`src/rtl/pipe_rc_adder.sv`:
```
// rtl/pipe_rc_adder.sv - segmented ripple-carry adder/subtractor, one carry segment per pipeline stage
module pipe_rc_adder #(
    parameter int WIDTH  = 16,
    parameter int STAGES = 4
) (
    input  logic             clk,
    input  logic             rst,
    input  logic             in_valid,
    output logic             in_ready,
    input  logic [WIDTH-1:0] a,
    input  logic [WIDTH-1:0] b,
    input  logic             cin,
    input  logic             sub,
    output logic             out_valid,
    input  logic             out_ready,
    output logic [WIDTH-1:0] sum,
    output logic             cout,
    output logic             ovf
);
    localparam int SEG = WIDTH / STAGES;

    logic [STAGES-1:0] v_q;
    logic [STAGES-1:0] c_q;
    logic [WIDTH-1:0]  s_q  [STAGES];
    logic [WIDTH-1:0]  a_q  [STAGES];
    logic [WIDTH-1:0]  bx_q [STAGES];
    logic              ovf_q;

    logic [STAGES-1:0] v_in;
    logic [STAGES-1:0] c_in;
    logic [WIDTH-1:0]  s_in  [STAGES];
    logic [WIDTH-1:0]  a_in  [STAGES];
    logic [WIDTH-1:0]  bx_in [STAGES];

    logic [STAGES-1:0] c_d;
    logic [WIDTH-1:0]  s_d [STAGES];
    logic              msb_cin;
    logic              advance;

    // Global stall: the whole pipe moves only when the output slot can be vacated.
    assign advance  = out_ready | ~v_q[STAGES-1];
    assign in_ready = advance;

    // Stage 0 takes the raw operands (b inverted and carry forced for subtract);
    // later stages take the previous stage's register.
    always_comb begin
        v_in[0]  = in_valid;
        c_in[0]  = sub | cin;
        s_in[0]  = '0;
        a_in[0]  = a;
        bx_in[0] = sub ? ~b : b;
        for (int k = 1; k < STAGES; k++) begin
            v_in[k]  = v_q[k-1];
            c_in[k]  = c_q[k-1];
            s_in[k]  = s_q[k-1];
            a_in[k]  = a_q[k-1];
            bx_in[k] = bx_q[k-1];
        end
    end

    always_comb begin
        logic carry;
        logic g;
        logic p;
        msb_cin = 1'b0;
        carry   = 1'b0;
        g       = 1'b0;
        p       = 1'b0;
        for (int k = 0; k < STAGES; k++) begin
            carry  = c_in[k];
            s_d[k] = s_in[k];
            for (int i = 0; i < SEG; i++) begin
                g = a_in[k][k*SEG+i] & bx_in[k][k*SEG+i];
                p = a_in[k][k*SEG+i] ^ bx_in[k][k*SEG+i];
                // Carry into the MSB is only ever seen in the last segment.
                if (k*SEG+i == WIDTH-1) msb_cin = carry;
                s_d[k][k*SEG+i] = p ^ carry;
                carry = g | (p & carry);
            end
            c_d[k] = carry;
        end
    end

    always_ff @(posedge clk) begin
        if (rst) begin
            v_q   <= '0;
            c_q   <= '0;
            ovf_q <= 1'b0;
            for (int k = 0; k < STAGES; k++) begin
                s_q[k]  <= '0;
                a_q[k]  <= '0;
                bx_q[k] <= '0;
            end
        end else if (advance) begin
            v_q   <= v_in;
            c_q   <= c_d;
            ovf_q <= msb_cin ^ c_d[STAGES-1];
            for (int k = 0; k < STAGES; k++) begin
                s_q[k]  <= s_d[k];
                a_q[k]  <= a_in[k];
                bx_q[k] <= bx_in[k];
            end
        end
    end

    assign out_valid = v_q[STAGES-1];
    assign sum       = s_q[STAGES-1];
    assign cout      = c_q[STAGES-1];
    assign ovf       = ovf_q;
endmodule
```
`config.mk`:
```
export PLATFORM = sky130hd
export DESIGN_NAME = pipe_rc_adder
export DESIGN_NICKNAME = d
export VERILOG_FILES = /design/src/rtl/pipe_rc_adder.sv
export SDC_FILE = /design/constraint.sdc
export NUM_CORES = 1
export LEC_CHECK = 0
export CAP_MARGIN = 20
export CORE_MARGIN = 4
export CORE_UTILIZATION = 40
export DETAILED_ROUTE_END_ITERATION = 10
export PLACE_DENSITY = 0.57
export RECOVER_POWER = 50
export SKIP_LAST_GASP = 1
export SLEW_MARGIN = 25
export SYNTH_ARGS = -nofsm -noshare
export SYNTH_HDL_FRONTEND = slang
export SYNTH_SLANG_ARGS = --single-unit
```
`constraint.sdc`:
```
create_clock -name clk -period 4.5 [get_ports clk]
set_clock_uncertainty 0.1 [all_clocks]
set_input_delay 0.675 -clock clk [delete_from_list [all_inputs] [get_ports clk]]
set_output_delay 0.675 -clock clk [all_outputs]
set_load 0.02 [all_outputs]
```
==> results of run 1 <==
==> tightest hold or removal path: stages (launching register included) <==
cell	delay, ns
dfxtp_1	0.32
nand2_1	0.05
a21oi_1	0.05
==> power by group <==
part	internal (mW)	switching [mW]	total, mW
logic	0.0858	0.0743	0.160
registers	1.05	0.0149	1.06
clock network	0.270	0.291	0.562
total	1.40	0.381	1.78
==> cells in the final DEF (no fill, tap or decap), types with 10 or more instances in the layout <==
master / synthesis / routed
edfxtp_1: 88 / 88
and2_1: 67 / 41
clkdlybuf4s50_1: 0 / 37
nor2_1: 27 / 28
inv_1: 25 / 26
and2_0: 0 / 26
dlygate4sd3_1: 0 / 20
xnor2_1: 16 / 16
fa_1: 16 / 16
nand2_1: 10 / 10
clkbuf_8: 0 / 10
==> worst max path at each step <==
stage / to / cells past startpoint / startpoint
final: in_ready / 4 / out_ready
after global routing: a_q[0][25]$_SDFFCE_PN0P_ / 5 / rst
after CTS: s_q[0][3]$_SDFFCE_PN0P_ / 8 / sub
after detailed placement: s_q[0][3]$_SDFFCE_PN0P_ / 8 / sub
after global placement: s_q[0][3]$_SDFFCE_PN0P_ / 8 / sub
after floorplan: a_q[0][10]$_SDFFCE_PN0P_ / 2 / rst
==> cell type report <==
class | instances | share of cell area (%)
sequential | 97 | 56.2
multi-input combinational | 149 | 21.9
timing repair buffer | 61 | 12.7
tap | 133 | 3.32
clock buffer | 11 | 2.82
inverter | 26 | 1.94
clock inverter | 5 | 1.12
==> stage by stage <==
step                setup slack [ns]  hold WS [ns]
floorplan                      0.823         0.332
global placement                1.00         0.343
detailed placement             0.972         0.344
CTS                             1.37         0.356
global route                   0.938         0.365
finish                          1.21         0.354
==> sequential cells by signal (all words and copies together) (netlist names) <==
register / count
a_q: 24
bx_q: 24
c_q: 4
ovf: 1
s_q: 40
v_q: 4
==> logic make-up after synthesis <==
logic type | Yosys count
xor+xnor | 17
fa+ha+maj | 16
buf+inv | 40
simple gates | 108
flops | 97
compound gates | 8
==> Yosys cell counts <==
library cell / number
nor2_1: 27
buf_4: 2
inv_2: 1
clkbuf_1: 4
xor2_1: 1
fa_1: 16
buf_2: 2
a211oi_1: 3
dfxtp_1: 9
xnor2_1: 16
nand2b_1: 2
nand2_1: 10
nor2b_4: 1
buf_6: 6
a21oi_1: 5
and2_1: 67
edfxtp_1: 88
nor2_4: 1
inv_1: 25
==> layer usage <==
layer	vias up	global-route usage [%]	share of wire, %	routed length, um
li1	1040	-	-	-
met1	914	13.6	46	2710
met2	41	16.8	48	2880
met3	8	2.94	4.7	282
met4	0	5.34	1.5	89
met5	-	0	0	0
==> results.py, run 1 <==
metrics = {
    "critical_path": {
        "crit_required_ns": 3.72,
        "crit_fanout": 13,
        "worst_setup_path_start_kind": "primary input",
        "worstRegToRegCells": 3,
        "path_buf_inv": 3,
        "r2r_setup_slack_ns": 1.68,
        "worstSetupEndpointType": "output port",
        "worst_r2r_startpoint": "v_q[3]$_SDFFE_PP0P_",
        "cp_data_arrival_time_ns": 2.52,
        "crit_family": "buffers and inverters",
        "critPathSlowestCell": "clkdlybuf4s50_1",
        "criticalPathCategory": "primary input to output port",
        "worstPathCellList": "clkdlybuf4s50_1, nor2b_1, inv_1, clkdlybuf4s50_1",
        "path_common_cell": "clkdlybuf4s50_1",
        "rr_endpoint": "a_q[0][25]$_SDFFCE_PN0P_",
        "cpPeakStageDelay_ns": 0.63,
    },
    "clock_network": {
        "cts_hold_buf": 0,
        "post_cts_buffers": 0,
        "clk_pin_slew_ns": 0.08,
        "clk_latency_ns": 0.36,
        "cts.sinks": 97,
        "cts_tree": "done",
        "cts.path.max_buffers": 2,
        "cts-root-buf": "clkbuf_8",
        "htreeDepth": 3,
        "cts_resized": 0,
        "cts_buffers": 9,
    },
    "timing": {
        "finalHoldViolCount": 0,
        "fmax_ghz": 0.303,
        "slew_headroom_pct": -16.4,
        "finalCritPeriodShare_pct": 73.2,
        "finalSetupViolCount": 0,
        "max_slew.worst_pin.slew_ns": 1.75,
        "slew_viol_final": 35,
        "min_period_ns": 3.29,
        "rsz0062_at_grt": "no",
        "final.setup.tns_ns": 0,
    },
    "synthesis": {
        "synthAdderAreaFrac_pct": 7.74,
        "synth_top_area_share_pct": 63.8,
        "synthMuxAreaShare_pct": 0,
        "synth_nets": 340,
        "synth-simple-area-share_pct": 14.4,
        "synth_compound_area_share_pct": 1.15,
        "avgSynthCellArea_sq_um": 14.5,
        "ys_ff_latch": 97,
        "synth_area_leaders": "edfxtp_1, and2_1, fa_1",
        "ys_types": 19,
        "synth_top_family_by_area": "simple AND/OR/NAND/NOR gates",
        "yosysTopAreaCell": "edfxtp_1",
        "synth_xor_area_share_pct": 3.60,
        "syn_inst": 286,
        "synthesis.area_sq_um": 4140,
        "yosysSeqAreaShare_pct": 68.2,
        "synth_warnings": 0,
    },
    "pwr": {
        "p_leak_nw": 2.00,
        "ir_drop_mv": 0.128,
        "power_mw": 1.78,
        "power.density_nw_per_um2": 355,
    },
    "global_route": {
        "grt_max_degree": 55,
        "grt_pass1_vias": 2045,
        "grtUsageTotal_pct": 10.7,
        "antenna_found_initial": 0,
        "gr-total-overflow": 0,
        "grt_pass1_wl_mm": 9.52,
    },
    "cells_and_area": {
        "drive_above_1_share_pct": 4.87,
        "fin_nets": 398,
        "multiInputGateArea_sq_um": 1100,
        "fin_cells": 482,
        "fillCellCount": 886,
        "antennaDiodeCount": 0,
        "area_growth_pct": 21.2,
        "fin_area_sq_um": 5020,
        "utilization_pct": 50.6,
        "regArea_sq_um": 2820,
    },
    "run": {
        "cap_violations": 1,
    },
    "die": {
        "io_pins": 58,
        "die_h_um": 110,
        "die_w_um": 110,
        "die-area_sq_um": 12000,
        "core_sq_um": 9910,
        "initial_core_util_pct": 41.8,
        "row_count": 36,
    },
    "min_path": {
        "hold_class": "flip-flop to flip-flop",
        "hold_depth": 2,
        "hp-start": "v_q[0]$_SDFFE_PP0P_",
        "worstHoldEndpoint": "v_q[0]$_SDFFE_PP0P_",
    },
    "routing": {
        "wl_mm": 5.96,
        "drc": 0,
        "first_iter_violations": 49,
        "ant_nets": 0,
        "viasPerCell": 4.16,
        "drt-pass1-iter-count": 4,
        "routedWlPerCell_um": 12.4,
        "num_vias": 2003,
    },
    "placed_design": {
        "dp.final_hpwl_mm": 3.99,
        "dp.cells": 466,
        "dpl_cell_area_sq_um": 4870,
        "gp_congestion": 0.762,
        "io_buffers": 57,
    },
    "outcome": {
        "violations": "max-capacitance violations, max-slew violations",
        "status": "finished, violations left",
    },
}
Power figures use the tool's default switching activity.
==> run 2, diff against run 1 <==
PLACE_DENSITY = 0.6   (was 0.57)
clock period = 2.8 ns   (was 4.5 ns; I/O delays follow)
==> run 2 against run 1 <==
  * The flow now finishes without violations
  * Routed wire length rose by 3.2%
  * Worst hold slack better by 0.0085 ns
  * Register-to-register slack got worse by 1.4 ns
  * Clock power rose by 70%
  * Global-route usage increased by 0.96 points
  * Via count up 2.7%
  * Sequential share of layout area is 0.57 points lower
  * Cell area rose by 1.0%
==> results.py, run 2 (synthesized netlist as in run 1, its figures left out) <==
metrics = {
    "clock_network": {
        "post_cts_buffers": 0,
        "cts_hold_buf": 0,
        "cts.path.max_buffers": 2,
        "clk_pin_slew_ns": 0.09,
        "cts_buffers": 9,
        "cts.sinks": 97,
        "cts_resized": 0,
        "clk_latency_ns": 0.36,
        "cts_tree": "done",
        "htreeDepth": 3,
        "cts-root-buf": "clkbuf_8",
    },
    "critical_path": {
        "criticalPathCategory": "primary input to flip-flop",
        "worst_setup_path_start_kind": "primary input",
        "crit_required_ns": 2.83,
        "worstPathCellList": "clkdlybuf4s50_1, xnor2_1, fa_2, fa_2, fa_1, inv_1, fa_1, and2_1",
        "cpPeakStageDelay_ns": 0.42,
        "worstSetupEndpointType": "flip-flop",
        "cp_data_arrival_time_ns": 2.66,
        "crit_fanout": 1,
        "critPathSlowestCell": "clkdlybuf4s50_1",
    },
    "cells_and_area": {
        "antennaDiodeCount": 0,
        "final_common_cell": "edfxtp_1",
        "fin_nets": 402,
        "utilization_pct": 51.2,
        "drive_above_1_share_pct": 6.25,
        "fin_cells": 485,
        "regArea_sq_um": 2820,
        "layout_common_cells": "edfxtp_1, clkdlybuf4s50_1, and2_1",
        "reg_top3": "s_q (40), a_q (24), bx_q (24)",
        "fillCellCount": 909,
        "largest_reg_flops": 40,
        "top_register": "s_q",
        "area_growth_pct": 22.5,
        "multiInputGateArea_sq_um": 1110,
    },
    "placed_design": {
        "io_buffers": 57,
        "dp.final_hpwl_mm": 4.10,
        "gp_congestion": 0.756,
        "dp.cells": 470,
    },
    "pwr": {
        "power.density_nw_per_um2": 577,
        "p_leak_nw": 1.99,
        "ir_drop_mv": 0.237,
    },
    "die": {
        "initial_core_util_pct": 41.8,
        "die-area_sq_um": 12000,
        "die_h_um": 110,
        "row_count": 36,
        "io_pins": 58,
        "die_w_um": 110,
        "core_sq_um": 9910,
    },
    "run": {
        "cap_violations": 0,
    },
    "routing": {
        "num_vias": 2057,
        "drt-pass1-iter-count": 4,
        "drc": 0,
        "routedWlPerCell_um": 12.7,
        "ant_nets": 0,
        "viasPerCell": 4.24,
        "wl_mm": 6.15,
        "first_iter_violations": 152,
    },
    "global_route": {
        "antenna_found_initial": 0,
        "grtUsageTotal_pct": 11.6,
        "gr-total-overflow": 0,
        "grt_max_degree": 37,
        "grt_pass1_vias": 2108,
        "grt_pass1_wl_mm": 10.4,
    },
    "timing": {
        "min_period_ns": 2.63,
        "finalHoldViolCount": 0,
        "max_slew.worst_pin.slew_ns": 1.37,
        "final.setup.tns_ns": 0,
        "slew_viol_final": 0,
        "slew_headroom_pct": 8.35,
        "hold_slack_ns": 0.362,
        "rsz0062_at_grt": "no",
        "fmax_ghz": 0.380,
        "finalSetupViolCount": 0,
        "finalCritPeriodShare_pct": 94.0,
    },
    "min_path": {
        "hold_class": "flip-flop to flip-flop",
    },
    "outcome": {
        "status": "finished clean",
    },
}
## run 2: area by class of cell
class,count,share of cell area (%)
Clock inverter,4,1.36
Multi-Input combinational cell,149,21.9
Tap cell,133,3.28
Timing Repair Buffer,65,13.2
Inverter,26,1.92
Clock buffer,11,2.59
Sequential cell,97,55.7
## run 2: worst paths after layout
kind,cells after the start,to,slack (ns),startpoint
max reg2reg,10,ovf$_SDFFE_PP0P_,0.32,c_q[2]$_SDFFE_PP0P_
max,8,s_q[0][3]$_SDFFCE_PN0P_,0.17,b[0]
min,2,c_q[0]$_SDFFE_PP0P_,0.36,c_q[0]$_SDFFE_PP0P_
min reg2reg,2,c_q[0]$_SDFFE_PP0P_,0.36,c_q[0]$_SDFFE_PP0P_
## run 2: per-layer routing
layer  vias up  track usage [%]  wire length (um)
met5         -                0                 0
met4         0             5.34               108
met3         9             3.70               333
met2        49             16.6              2810
met1       953             16.2              2890
li1       1046                -                 -
## run 2: power breakdown
group	internal (mW)	total [mW]	leakage [nW]	switching [mW]
clock network	0.495	0.954	0.101	0.459
logic	0.145	0.265	0.768	0.119
registers	1.68	1.71	1.12	0.0245
total	2.32	2.92	1.99	0.603
## run 2: critical path: cells and delay by family
| kind | cells | cell delay (ns) |
|---|---|---|
| xor+xnor | 1 | 0.15 |
| simple gates | 1 | 0.14 |
| fa+ha+maj | 4 | 1.45 |
| buf+inv | 2 | 0.49 |
## run 2: metrics by stage
stage | worst slack [ns] | instance area [sq um] | total power, mW
3_3_place_gp | -0.355 | 4860 | 2.00
6_report | 0.169 | 5070 | 2.92
4_1_cts | 0.0288 | 5090 | 2.96
2_1_floorplan | -0.0551 | 4160 | 1.90
5_1_grt | 0.0747 | 5070 | 3.07
3_5_place_dp | -0.372 | 4890 | 2.02
==> run 3, diff against run 2 <==
CORE_UTILIZATION = 35   (was 40)
PLACE_DENSITY = 0.53   (was 0.6)
SLEW_MARGIN = 0   (was 25)
==> run 3 against run 2 <==
  * Global-route usage is 1.5 points lower
  * Critical path depth stayed put
  * Utilization is 6.8 points lower
  * Critical endpoint unchanged
  * Register-to-register slack better by 0.06 ns
  * Cell area is 0.74% higher
  * Total power is 5.7% higher
  * Critical path type unchanged
  * Fmax is 1.7% lower
  * Clock power is 18% higher
  * Clock-buffer cell count is 1 higher
==> results.py, run 3 (synthesized netlist as in run 1, its figures left out) <==
metrics = {
    "clock_network": {
        "cts_buffers": 9,
        "cts-root-buf": "clkbuf_16",
        "clk_pin_slew_ns": 0.06,
        "cts.path.max_buffers": 2,
        "cts_hold_buf": 0,
        "clk_latency_ns": 0.34,
        "htreeDepth": 3,
        "cts_tree": "done",
        "cts.sinks": 97,
    },
    "critical_path": {
        "cp_data_arrival_time_ns": 2.67,
        "crit_required_ns": 2.80,
        "worst_setup_path_start_kind": "primary input",
        "crit_fanout": 1,
        "worstSetupEndpointType": "flip-flop",
        "criticalPathCategory": "primary input to flip-flop",
    },
    "cells_and_area": {
        "fin_area_sq_um": 5110,
        "final_common_cell": "edfxtp_1",
        "reg_top3": "s_q (40), a_q (24), bx_q (24)",
        "drive_above_1_share_pct": 6.21,
        "top_register": "s_q",
        "utilization_pct": 44.4,
        "fin_nets": 403,
        "multiInputGateArea_sq_um": 1100,
        "largest_reg_flops": 40,
        "antennaDiodeCount": 0,
        "area_growth_pct": 23.4,
        "fillCellCount": 1061,
        "regArea_sq_um": 2820,
        "layout_common_cells": "edfxtp_1, and2_1, clkdlybuf4s50_1",
    },
    "die": {
        "io_pins": 58,
        "core_sq_um": 11500,
        "die-area_sq_um": 13600,
        "row_count": 39,
        "die_w_um": 117,
        "initial_core_util_pct": 36.0,
        "die_h_um": 117,
    },
    "routing": {
        "first_iter_violations": 93,
        "ant_nets": 0,
        "drc": 0,
        "wl_mm": 6.14,
        "drt-pass1-iter-count": 4,
        "num_vias": 2080,
        "routedWlPerCell_um": 12.3,
        "viasPerCell": 4.19,
    },
    "pwr": {
        "combPwrFrac_pct": 8.3,
        "power.density_nw_per_um2": 605,
        "sw_frac_of_total_pct": 20.8,
        "p_int_mw": 2.45,
        "power_frac_seq_pct": 55.2,
        "ir_drop_mv": 0.276,
        "p_leak_nw": 2.06,
        "p_sw_uw": 645,
        "p_clk_share_pct": 36.6,
    },
    "placed_design": {
        "io_buffers": 57,
        "pre_cts_ws_ns": -0.390,
        "dp.final_hpwl_mm": 4.12,
        "gp_congestion": 0.703,
        "dpl_cell_area_sq_um": 4910,
    },
    "global_route": {
        "grtUsageTotal_pct": 10.2,
        "grt_pass1_vias": 2094,
        "grt_pass1_wl_mm": 10.4,
        "gr-total-overflow": 0,
        "grt_max_degree": 52,
        "antenna_found_initial": 0,
    },
    "timing": {
        "max_slew.worst_pin.slew_ns": 0.919,
        "finalHoldViolCount": 0,
        "fmax_ghz": 0.374,
        "rsz0062_at_grt": "no",
        "slew_headroom_pct": 38.7,
        "slew_viol_final": 0,
        "layout_setup_ws_ns": 0.123,
        "finalSetupViolCount": 0,
        "min_period_ns": 2.68,
        "finalCritPeriodShare_pct": 95.6,
    },
    "run": {
        "cap_violations": 0,
    },
    "min_path": {
        "hold_class": "flip-flop to flip-flop",
    },
    "outcome": {
        "status": "finished clean",
    },
}
[run 3: metal layers]
metal / global-route usage [%] / wire, um
met5: 0 / 0
met4: 5.50 / 168
met3: 3.01 / 251
met2: 15.0 / 2800
met1: 13.5 / 2910
[run 3: what timing repair did]
| item | 4_1_cts | 5_1_grt |
|---|---|---|
| setup buffers | 0 | 0 |
| setup endpoints to repair | 1 | 0 |
| gates resized for setup | 1 | 0 |
[run 3: area by class of cell]
| type | instances | area share [%] |
|---|---|---|
| Inverter | 26 | 1.91 |
| Clock buffer | 12 | 4.83 |
| Clock inverter | 4 | 0.539 |
| Sequential cell | 97 | 55.3 |
| Multi-Input combinational cell | 149 | 21.6 |
| Tap cell | 143 | 3.50 |
| Timing Repair Buffer | 66 | 12.3 |
[run 3: worst paths after layout]
kind,start,slack [ns],to,cells after the start
worst max-delay path,b[0],0.12,s_q[0][3]$_SDFFCE_PN0P_,8
worst min-delay path,c_q[0]$_SDFFE_PP0P_,0.35,c_q[0]$_SDFFE_PP0P_,2
worst max register to register,c_q[2]$_SDFFE_PP0P_,0.38,ovf$_SDFFE_PP0P_,10
worst min register to register,c_q[0]$_SDFFE_PP0P_,0.35,c_q[0]$_SDFFE_PP0P_,2
[run 3: through the flow]
step	hold slack, ns	cells	power [mW]	setup TNS (ns)
final	0.354	497	3.09	0
after global routing	0.372	497	3.24	0
after CTS	0.352	497	3.15	0
after detailed placement	0.343	481	2.02	-0.396
after global placement	0.342	480	2.01	-0.414
after floorplan	0.332	286	1.90	-0.0551
[run 3: worst max-delay path, stage by stage]
cell,delay (ns)
clkdlybuf4s50_1,0.43
xnor2_1,0.16
fa_2,0.37
fa_2,0.34
fa_1,0.36
inv_1,0.07
fa_1,0.39
and2_1,0.14
[run 3: power by group through the flow]
stage | registers, mW | logic (mW) | clock network (mW)
global route | 1.72 | 0.295 | 1.23
CTS | 1.71 | 0.277 | 1.17
global placement | 1.74 | 0.268 | 0
finish | 1.71 | 0.255 | 1.13
detailed placement | 1.74 | 0.277 | 0
floorplan | 1.75 | 0.144 | 0
